`src/rtl/hex_price_display.sv`:
```
// Avalon-MM peripheral: a 20-bit binary value is converted to six BCD digits by a
// serial double-dabble engine and shown on six active-low seven-segment displays.
module hex_price_display #(
  parameter int CLK_HZ   = 50000000,
  parameter int BLINK_HZ = 2
) (
  input  logic        clk,
  input  logic        reset_n,
  input  logic        chipselect,
  input  logic        write,
  input  logic        read,
  input  logic [1:0]  address,
  input  logic [31:0] writedata,
  output logic [31:0] readdata,
  output logic [6:0]  hex0,
  output logic [6:0]  hex1,
  output logic [6:0]  hex2,
  output logic [6:0]  hex3,
  output logic [6:0]  hex4,
  output logic [6:0]  hex5
);

  localparam int HALF_RAW = CLK_HZ / (2 * BLINK_HZ);
  localparam int HALF     = (HALF_RAW < 1) ? 1 : HALF_RAW;
  localparam int BW       = (HALF > 1) ? $clog2(HALF) : 1;
  localparam logic [BW-1:0] BLINK_MAX = BW'(HALF - 1);
  localparam logic [19:0]   MAX_VALUE = 20'd999999;

  typedef enum logic [1:0] {IDLE, SHIFT, LATCH} state_t;

  state_t        state_reg, state_next;
  logic [23:0]   bcd_reg, bcd_next, bcd_adj;
  logic [19:0]   bin_reg, bin_next;
  logic [4:0]    cnt_reg, cnt_next;
  logic [23:0]   digits_reg, digits_next;
  logic [19:0]   value_reg;
  logic [2:0]    ctrl_reg;
  logic          ovf_reg;
  logic [BW-1:0] blink_cnt_reg;
  logic          phase_reg;
  logic [6:0]    hex_reg [6];
  logic [5:0]    lead_zero;

  logic        wr_value, wr_ctrl, wr_status, over, busy;
  logic [19:0] load_val;
  logic        unused_bits;

  assign wr_value  = chipselect && write && (address == 2'd0);
  assign wr_ctrl   = chipselect && write && (address == 2'd1);
  assign wr_status = chipselect && write && (address == 2'd2);
  assign over      = writedata[19:0] > MAX_VALUE;
  assign load_val  = over ? MAX_VALUE : writedata[19:0];
  assign busy      = (state_reg != IDLE);
  assign unused_bits = ^writedata[31:20];

  function automatic logic [6:0] seg7(input logic [3:0] d);
    case (d)
      4'd0: seg7 = 7'h40;
      4'd1: seg7 = 7'h79;
      4'd2: seg7 = 7'h24;
      4'd3: seg7 = 7'h30;
      4'd4: seg7 = 7'h19;
      4'd5: seg7 = 7'h12;
      4'd6: seg7 = 7'h02;
      4'd7: seg7 = 7'h78;
      4'd8: seg7 = 7'h00;
      4'd9: seg7 = 7'h10;
      default: seg7 = 7'h7F;
    endcase
  endfunction

  // Add-3 correction applied to every nibble before each shift.
  generate
    for (genvar gi = 0; gi < 6; gi++) begin : g_adj
      assign bcd_adj[4*gi +: 4] = (bcd_reg[4*gi +: 4] >= 4'd5) ?
                                  bcd_reg[4*gi +: 4] + 4'd3 : bcd_reg[4*gi +: 4];
    end
  endgenerate

  always_ff @(posedge clk or negedge reset_n) begin
    if (!reset_n) begin
      state_reg  <= IDLE;
      bcd_reg    <= '0;
      bin_reg    <= '0;
      cnt_reg    <= '0;
      digits_reg <= '0;
    end else begin
      state_reg  <= state_next;
      bcd_reg    <= bcd_next;
      bin_reg    <= bin_next;
      cnt_reg    <= cnt_next;
      digits_reg <= digits_next;
    end
  end

  always_comb begin
    state_next  = state_reg;
    bcd_next    = bcd_reg;
    bin_next    = bin_reg;
    cnt_next    = cnt_reg;
    digits_next = digits_reg;
    case (state_reg)
      IDLE: ;
      SHIFT: begin
        {bcd_next, bin_next} = {bcd_adj, bin_reg} << 1;
        cnt_next = cnt_reg - 5'd1;
        if (cnt_reg == 5'd1) state_next = LATCH;
      end
      LATCH: begin
        digits_next = bcd_reg;
        state_next  = IDLE;
      end
      default: state_next = IDLE;
    endcase
    // A new value always wins, including over a pending latch of the old one.
    if (wr_value) begin
      bin_next    = load_val;
      bcd_next    = '0;
      cnt_next    = 5'd20;
      digits_next = digits_reg;
      state_next  = SHIFT;
    end
  end

  always_ff @(posedge clk or negedge reset_n) begin
    if (!reset_n) begin
      value_reg <= '0;
      ctrl_reg  <= '0;
      ovf_reg   <= 1'b0;
    end else begin
      if (wr_value) value_reg <= load_val;
      if (wr_ctrl)  ctrl_reg  <= writedata[2:0];
      if (wr_value && over)                ovf_reg <= 1'b1;
      else if (wr_status && writedata[1])  ovf_reg <= 1'b0;
    end
  end

  always_ff @(posedge clk or negedge reset_n) begin
    if (!reset_n) begin
      blink_cnt_reg <= '0;
      phase_reg     <= 1'b0;
    end else if (wr_ctrl) begin
      blink_cnt_reg <= '0;
      phase_reg     <= 1'b0;
    end else if (blink_cnt_reg == BLINK_MAX) begin
      blink_cnt_reg <= '0;
      phase_reg     <= ~phase_reg;
    end else begin
      blink_cnt_reg <= blink_cnt_reg + 1'b1;
    end
  end

  always_ff @(posedge clk or negedge reset_n) begin
    if (!reset_n) begin
      readdata <= '0;
    end else if (chipselect && read) begin
      case (address)
        2'd0:    readdata <= {12'd0, value_reg};
        2'd1:    readdata <= {29'd0, ctrl_reg};
        2'd2:    readdata <= {30'd0, ovf_reg, busy};
        default: readdata <= '0;
      endcase
    end
  end

  // hex0 is never suppressed so a zero value still shows "0".
  generate
    for (genvar gi = 0; gi < 6; gi++) begin : g_seg
      logic blank;
      assign lead_zero[gi] = (digits_reg[23:4*gi] == '0);
      if (gi == 0) begin : g_lsd
        assign blank = !ctrl_reg[0] || (ctrl_reg[1] && phase_reg);
      end else begin : g_msd
        assign blank = !ctrl_reg[0] || (ctrl_reg[1] && phase_reg) ||
                       (ctrl_reg[2] && lead_zero[gi]);
      end
      always_ff @(posedge clk or negedge reset_n) begin
        if (!reset_n) hex_reg[gi] <= 7'h7F;
        else          hex_reg[gi] <= blank ? 7'h7F : seg7(digits_reg[4*gi +: 4]);
      end
    end
  endgenerate

  assign hex0 = hex_reg[0];
  assign hex1 = hex_reg[1];
  assign hex2 = hex_reg[2];
  assign hex3 = hex_reg[3];
  assign hex4 = hex_reg[4];
  assign hex5 = hex_reg[5];

endmodule

```
`config.mk`:
```
export PLATFORM = sky130hd
export DESIGN_NAME = hex_price_display
export DESIGN_NICKNAME = d
export VERILOG_FILES = /design/src/rtl/hex_price_display.sv
export SDC_FILE = /design/constraint.sdc
export NUM_CORES = 1
export LEC_CHECK = 0
export ABC_CLOCK_PERIOD_IN_PS = 1750
export BUFFER_PORTS_ARGS = -buffer_cell sky130_fd_sc_hd__buf_2
export CORE_MARGIN = 2
export CORE_UTILIZATION = 52
export CTS_CLUSTER_SIZE = 28
export DETAILED_ROUTE_END_ITERATION = 10
export GPL_ROUTABILITY_DRIVEN = 0
export PLACE_DENSITY = 0.85
export SYNTH_ARGS = -nofsm -noshare
export SYNTH_HDL_FRONTEND = slang
export SYNTH_SLANG_ARGS = --single-unit
export TNS_END_PERCENT = 30
```
`constraint.sdc`:
```
create_clock -name clk -period 1.75 [get_ports clk]
set_clock_uncertainty 0.2 [all_clocks]
set_input_delay 0.0875 -clock clk [delete_from_list [all_inputs] [get_ports clk]]
set_output_delay 0.0875 -clock clk [all_outputs]
set_load 0.02 [all_outputs]
```
Word-level counts from Yosys, hierarchy flattened
Memory sizes are Yosys's and may differ from the RTL's. Cells that the tools add are included. Widths: inputs -> output; s select.

$add $sub $neg: 8. Magnitude comparators: 7. Equal/unequal tests: 8. Mux-type cells: 29. Bitwise logic cells: 2. Reduce and logical (&&, ||, !) cells: 33.

Operators by type and width (number): $mux 24 (4); $mux 20 (3); $pmux 20 s3 (1); $mux 7 (6); $add 24x1->24 const B (1); $eq 24x24->1 const B (1); $ge 4x3->1 const B (6); $add 4x2->4 const B (5); $gt 20x20->1 const B (1); $logic_not 20->1 (1); $mux 4 (5); $logic_not 16->1 (1); $logic_and 1x1->1 (13); $logic_not 12->1 (1); $mux 5 (2); $logic_not 8->1 (1); $reduce_bool 2->1 (4); $logic_or 1x1->1 (6); $eq 5x1->1 const B (1); $sub 5x1->5 const B (1); $eq 2x1->1 const B (2); $eq 2x2->1 const B (2); $logic_not 2->1 (2); $logic_not 4->1 (1); other kinds (10) (16).

Bits in registers: 198. Memory bits (read-only): 672. Input port bits: 39. Output and inout bits: 74. Word-level logic and storage cells: 110. Memories kept: 6.

Memories: (name not given) (depth 16, bits a word 7, rd ports 1, clocked after memory_dff 0, wr ports 0, RTL line 57) `case (d)`; (name not given) (depth 16, bits a word 7, rd ports 1, clocked after memory_dff 0, wr ports 0, RTL line 57); (name not given) (depth 16, bits a word 7, rd ports 1, clocked after memory_dff 0, wr ports 0, RTL line 57); (name not given) (depth 16, bits a word 7, rd ports 1, clocked after memory_dff 0, wr ports 0, RTL line 57); (name not given) (depth 16, bits a word 7, rd ports 1, clocked after memory_dff 0, wr ports 0, RTL line 57); (name not given) (depth 16, bits a word 7, rd ports 1, clocked after memory_dff 0, wr ports 0, RTL line 57).

Depth between registers and ports, before layout
Gate-level depths: netlist (run 1).

Depth after elaboration: 5. Mapped depth: 8. Gate-level depth less buffers: 7.

Worst setup path after synthesis (run 1)
No wires, ideal clock.

Kind: reg2reg. Start point: register digits_reg[21]. End point: register hex_reg (netlist bit hex1[0]). Library setup time: 0.079 ns. Data arrival time: 1.617 ns. Data required time: 1.471 ns. Setup slack: -0.146 ns. Cell stages (with the launch flop): 8. Path buffers: 0. Period minus slack after synthesis: 1.896 ns. Path through: dfrtp_1 inv_1 ha_1 and4bb_2 and3_1 nand4_1 o31a_1 o21ai_0.

Longest elaborated chain between the ends: 4.

Ends and longest elaborated chain: from (decl) (RTL line 35) `logic [23:0] digits_reg, digits_next;`; from (signal assigned) (RTL line 92) `digits_reg <= digits_next;`; $logic_not 20->1 (RTL line 170) `assign lead_zero[gi] = (digits_reg[23:4*gi] == '0);`; $logic_and 1x1->1 (RTL line 175) `(ctrl_reg[2] && lead_zero[gi]);`; $logic_or 1x1->1 (RTL line 174) `assign blank = !ctrl_reg[0] || (ctrl_reg[1] && phase_reg) ||`; $mux 7 (RTL line 179) `else hex_reg[gi] <= blank ? 7'h7F : seg7(digits_reg[4*gi +: 4]);`; to (signal, indexed assignment) (RTL line 179); to (decl) (RTL line 41) `logic [6:0] hex_reg [6];`.

No other way between the ends. A chain may end at the register's enable or synchronous reset.

Worst setup path after layout (run 1)
Start point: register digits_reg[20]. End point: register hex_reg (netlist bit hex1[1]).

Same word-level chain as after synthesis.

==> results of run 1 <==
[final cells by class]
type | count | area, um2
multi-input cells | 629 | 3940
well taps | 220 | 275
clock buffers | 17 | 425
clock inverters | 15 | 205
fillers | 1088 | 5400
repair buffers | 199 | 1440
inverters | 36 | 135
flip-flops and latches | 186 | 4710
[logic make-up after synthesis]
kind of cell | Yosys count | share of synthesized area
AND/OR/NAND/NOR | 328 | 0.171
flip-flops | 186 | 0.537
AO/OA/AOI/OAI | 185 | 0.119
buffers and inverters | 90 | 0.0456
adder cells (fa/ha/maj) | 40 | 0.0571
XOR/XNOR | 37 | 0.0370
multiplexers | 27 | 0.0330
other | 1 | 0.000428
[critical path, delay by kind of cell, from the launching register on]
kind,cells,cell delay [ps]
AOI/OAI and AO/OA,2,510
adders and majority gates,1,130
buffers and inverters,1,90
DFF,1,400
and+or+nand+nor,3,650
[stage by stage]
| stage | hold slack [ps] | power (W) | setup TNS (ps) | utilization | setup WS [ps] |
|---|---|---|---|---|---|
| global placement | -170 | 0.0130 | -1600 | 0.598 | -170 |
| finish | 45.8 | 0.0184 | -4950 | 0.673 | -310 |
| global route | 93.3 | 0.0195 | -8210 | 0.673 | -403 |
| detailed placement | -168 | 0.0133 | -3610 | 0.598 | -247 |
| CTS | 0.0625 | 0.0177 | -3190 | 0.657 | -216 |
| floorplan | -408 | 0.0112 | -1110 | - | -52.2 |
[placed cells by master (no fill, tap or decap), types with 4 or more instances in the layout]
cell and count:
conb_1 12, nand2b_1 11, clkinv_4 4, a21oi_2 4, a31oi_1 9, nand3_2 6, inv_6 4, mux2_2 15
nand2_1 122, inv_8 4, nand4_1 11, ha_2 5, ha_1 33, buf_12 6, xor2_1 19, clkbuf_16 17
xnor2_1 17, o21ai_1 4, buf_6 5, nor2_1 101, o21ai_0 75, nor3_1 9, and2_4 4, nand3_1 14
dlygate4sd3_1 26, and2_1 8, dfstp_2 42, a21oi_1 55, a21oi_4 4, a22o_1 17, buf_4 75, buf_2 86
inv_1 34, dfrtp_1 142, mux2i_1 12, nand2_2 5
[path summary, 6_finish.rpt]
path / from / endpoint / slack (ps) / cells past startpoint
worst max-delay path: digits_reg[20] / hex1[1] / -310 / 7
worst min-delay path: writedata[15] / value_reg[11] / 50 / 5
worst max register to register: digits_reg[20] / hex1[1] / -310 / 7
worst min register to register: value_reg[7] / value_reg[7] / 280 / 2
max in group asynchronous: reset_n / hex0[4] / 220 / 4
min in group asynchronous: reset_n / readdata[8] / 500 / 3
[power groups by stage]
stage | clock, W | sequential [W] | combinational (W)
after detailed placement | 0 | 0.00693 | 0.00641
after global routing | 0.00433 | 0.00715 | 0.00804
after floorplan | 0 | 0.00737 | 0.00383
after CTS | 0.00415 | 0.00689 | 0.00669
final | 0.00414 | 0.00699 | 0.00724
after global placement | 0 | 0.00687 | 0.00611
[per-layer routing]
layer / routed length [um] / global-route usage
met1: 8430 / 0.284
met5: 0 / 0
met3: 1000 / 0.0416
met4: 772 / 0.113
met2: 11000 / 0.389
[timing repair]
| action | 4_1_cts | 5_1_grt |
|---|---|---|
| endpoints found under the hold margin | 233 | 0 |
| gates cloned | 0 | 0 |
| hold buffers | 26 | 0 |
| setup buffers | 6 | 10 |
| gates resized for setup | 13 | 50 |
| setup endpoints to repair | 46 | 85 |
| pin swaps | 2 | 24 |
==> impl_metrics.toml, run 1 <==
[clock_tree]
cts_made_buffers = 17
number_of_levels_the_h_tree_was_split_into = 4
tritoncts = "built"
clkSlewWorstSetupHoldPaths_ps = 80
tritoncts_num_sinks = 186
clock_latency_late_sink_ps = 440
root_buffer = "clkbuf_16"
clock_tree.buffer_depth = 2

[layout]
stdcell_count = 1302
areaGrowthSynthToFinish_pct = 27.0
antenna_cells = 0
final_design_area_no_fill_um2 = 11100
layout.nets = 1148
fraction_of_layout_instances_using_a_drive_strength_above_1 = 0.299

[detailed_routing]
ant_nets = 0
vias = 7121
post_drt_via_cell_ratio = 5.47
drt_pre_antenna_iters = 5
drc_errors = 0
detail_route.wl_per_cell_um = 16.3
first_iter_violations = 507
wl_um = 21200

[synth]
postSynthAreaPerCell_um2 = 9.80
async_s_r_ff_share_synth = 1.00
yosys.area.top_type = "dfrtp_1"
post_synth_instance_area_um2 = 8760
yosys_warnings = 0
ys_dominant_reg_cell = "dfrtp_1"
sequential_to_total_area_share_from_yosys_stat = 0.537
ys_top_cells_by_area = "dfrtp_1 41%, dfstp_2 13%, ha_1 5.7%"
synth_enable_flop_cells = 0
yosys.cell_count.top_type = "dfrtp_1"
synth_cell_types = 51
netlist.area_leader.share = 0.411
synth_cells = 894
ys_seq_elements = 186
synth_commonest_cells = "144 x dfrtp_1, 127 x nand2_1, 105 x nor2_1, 81 x o21ai_0, 63 x a21oi_1"

[global_route]
first_global_vias = 6977
maximum_number_of_pins_on_one_net_before_global_route_repair = 41
globalRouteTotalUtil = 0.230
grt_antenna_before_repair = 0
grt_overflow_total = 0
grt_first_pass_wirelength_um = 32900

[worst_setup_path]
timing.critical_path.slowest_cell_delay_ps = 410
setup.worst_path.class = "reg -> reg"
required_ps = 1920
cp.arrival_ps = 2230
worst_path_max_fanout = 7
worstSetupEndpointType = "flop"
worst_setup_path_start_kind = "flop"
critical_path.cell_chain = "inv_2 > ha_4 > and4bb_2 > and3_4 > nand4_1 > o31a_1 > o21ai_0"
critical_path.slowest_cell = "o31a_1"

[timing]
report.final.setup_viol = 32
pnr_worst_setup_slack_ps = -310
final_period_minus_worst_setup_slack_ps = 2060
hold_viol = 0
max_clock_freq_ghz = 0.485
final_max_slew_viol_count = 0
setup_repair_after_global_routing_missed_its_margin = "yes"
layout_worst_path_cycle_share = 1.18

[place]
placedInstanceArea_um2 = 9880
port_bufs = 88
dp_hpwl_um = 12700
placed_cells = 1228

[die]
design.portCount = 113
start_util = 0.530
chipWidth_um = 134
die_outline_area_um2 = 17900
rows = 47
die_y_um = 134
core_region_area_um2 = 16500

[power_and_ir_drop]
p_clk_frac = 0.225
swShare = 0.380
vdd.ir_drop.worst_v = 0.000784
share_comb_of_total_power = 0.394
seq_power_share = 0.380
power.leakage_nw = 5.23
p_sw_w = 0.00697
intPower_w = 0.0114
powerDensity_nw_per_um2 = 1650

[min_path]
min-delay-path-class = "in -> reg"

[status]
violations_in_the_final_reports = "setup timing"
run_status = "complete, but fails checks"

[flow_run]
cap_violations = 0
(Power assumes the default switching activity.)
==> run 2, diff against run 1 <==
--- a/config.mk
+++ b/config.mk
@@ -6,12 +6,12 @@
 export NUM_CORES = 1
 export LEC_CHECK = 0
-export ABC_CLOCK_PERIOD_IN_PS = 1750
+export ABC_CLOCK_PERIOD_IN_PS = 2100
 export BUFFER_PORTS_ARGS = -buffer_cell sky130_fd_sc_hd__buf_2
 export CORE_MARGIN = 2
-export CORE_UTILIZATION = 52
+export CORE_UTILIZATION = 58
 export CTS_CLUSTER_SIZE = 28
 export DETAILED_ROUTE_END_ITERATION = 10
 export GPL_ROUTABILITY_DRIVEN = 0
-export PLACE_DENSITY = 0.85
+export PLACE_DENSITY = 0.89
 export SYNTH_ARGS = -nofsm -noshare
 export SYNTH_HDL_FRONTEND = slang
==> constraint.sdc (replaced) <==
create_clock -name clk -period 2.1 [get_ports clk]
set_clock_uncertainty 0.2 [all_clocks]
set_input_delay 0.315 -clock clk [delete_from_list [all_inputs] [get_ports clk]]
set_output_delay 0.315 -clock clk [all_outputs]
set_load 0.02 [all_outputs]
==> run 2 against run 1 <==
The run still ends with setup timing left. Fmax decreased by 2.6%. Register-to-register slack improved by 300 ps. Clock power is 25% lower. Sequential cell count unchanged. Global-route usage grew 1.2 points. Sequential share of layout area rose by 3.1 points. Core utilization increased by 3.5 points. Wire length is 12% lower. Sequential power shrank 16%. Highest routed layer unchanged.
==> impl_metrics.toml, run 2 (synthesis gave the netlist of run 1 again) <==
[worst_setup_path]
worst_path_max_fanout = 7
critical_path.cell_chain = "inv_2 > ha_4 > and4bb_2 > and3_4 > nand4_1 > o31a_1 > o21ai_0"
setup.worst_path.class = "reg -> reg"
worstReg2RegEnd = "hex1[0]"
worst_setup_path_start_kind = "flop"
setup.worst_path.end = "hex1[0]"
cp.arrival_ps = 2270
timing.critical_path.slowest_cell_delay_ps = 450
required_ps = 2260
ff2ff_setup_slack_ps = -10
reg2reg_depth = 7
crit_path_start = "digits_reg[20]"
critical_path.slowest_cell = "o31a_1"
worstSetupEndpointType = "flop"
regToRegStartpoint = "digits_reg[20]"

[die]
start_util = 0.598
chipWidth_um = 127
core_region_area_um2 = 14600
design.portCount = 113
die_outline_area_um2 = 16100
die_y_um = 127
rows = 44

[detailed_routing]
wl_um = 18700
drt_pre_antenna_iters = 5
vias = 6750
post_drt_via_cell_ratio = 5.57
drc_errors = 0
detail_route.wl_per_cell_um = 15.5
ant_nets = 0
first_iter_violations = 543

[layout]
layout.cells.most_common = "dfrtp_1"
antenna_cells = 0
fraction_of_layout_instances_using_a_drive_strength_above_1 = 0.225
num-fill-cells = 1009
mostFrequentLayoutCells = "144 x dfrtp_1, 127 x nand2_1, 104 x nor2_1, 87 x buf_2, 77 x o21ai_0"
areaGrowthSynthToFinish_pct = 18.3
layout.nets = 1093
final_design_area_no_fill_um2 = 10400

[status]
violations_in_the_final_reports = "setup timing"
run_status = "complete, but fails checks"

[place]
detailedPlace.worstSlack_ps = -63.3
placedInstanceArea_um2 = 9510
port_bufs = 88
dp_hpwl_um = 12100

[clock_tree]
number_of_levels_the_h_tree_was_split_into = 4
tritoncts_num_sinks = 186
clock_latency_late_sink_ps = 430
clock_tree.buffer_depth = 2
root_buffer = "clkbuf_16"
cts_made_buffers = 17
tritoncts = "built"
clkSlewWorstSetupHoldPaths_ps = 70

[timing]
final_max_slew_viol_count = 0
max_clock_freq_ghz = 0.473
final_period_minus_worst_setup_slack_ps = 2110
setup_repair_after_global_routing_missed_its_margin = "yes"
hold_viol = 0
layout_worst_path_cycle_share = 1.01
report.final.setup_viol = 6
pnr_worst_setup_slack_ps = -13.9

[flow_run]
cap_violations = 0

[global_route]
maximum_number_of_pins_on_one_net_before_global_route_repair = 51
globalRouteTotalUtil = 0.242
grt_overflow_total = 0
first_global_vias = 6528
grt_antenna_before_repair = 0
grt_first_pass_wirelength_um = 31200

[power_and_ir_drop]
powerDensity_nw_per_um2 = 1350
vdd.ir_drop.worst_v = 0.000754
power.leakage_nw = 4.89

[min_path]
min-delay-path-class = "in -> async"
==> run 2: area by class of cell <==
class,count,area (um2),area share
clock inverters,15,145,0.0140
well taps,184,230,0.0222
repair buffers,144,985,0.0950
flip-flops and latches,186,4710,0.454
multi-input cells,629,3740,0.361
clock buffers,17,425,0.0410
inverters,36,135,0.0130
==> run 2: how the worst min path moves through the flow <==
stage | start | endpoint | slack, ps | cells after the start
6_report | reset_n | readdata[13] | 160 | 2
5_1_grt | reset_n | readdata[17] | 170 | 2
4_1_cts | reset_n | readdata[17] | 150 | 2
3_5_place_dp | reset_n | readdata[17] | 50 | 1
3_3_place_gp | reset_n | readdata[17] | 50 | 1
2_1_floorplan | reset_n | bcd_reg[0] | -180 | 0
==> run 2: what timing repair did <==
item                       CTS  global route
hold endpoints to repair   176             0
setup buffers                0             4
gates cloned                 0             0
resized for setup            1            11
pin swaps                    2             2
hold buffers                22             0
setup endpoints to repair    7            28
==> run 2: stage by stage <==
stage / utilization / hold slack (ps) / power, W / TNS, ps / instances
2_1_floorplan: - / -181 / 0.00931 / 0 / 905
3_3_place_gp: 0.650 / 50.4 / 0.0104 / 0 / 1153
3_5_place_dp: 0.650 / 52.6 / 0.0107 / -370 / 1153
4_1_cts: 0.704 / 149 / 0.0140 / 0 / 1207
5_1_grt: 0.708 / 171 / 0.0150 / -677 / 1211
6_report: 0.708 / 160 / 0.0140 / -64.0 / 1211
==> run 2: power by group <==
part | switching, W | internal [W]
clock network | 0.00152 | 0.00159
registers | 0.000933 | 0.00495
logic | 0.00293 | 0.00209
==> run 2: layer usage <==
metal,part of all wire,vias to the layer above,global-route usage
met4,0.027,0,0.0924
met1,0.42,3316,0.307
li1,-,3218,-
met2,0.51,176,0.413
met3,0.041,40,0.0472
met5,0,-,0
==> run 2: critical path: cells and delay by family, from the launching register on <==
family	cells	cell delay [ps]
AO/OA/AOI/OAI	2	560
flip-flops	1	400
AND/OR/NAND/NOR	3	670
buffers and inverters	1	90
adder cells (fa/ha/maj)	1	140
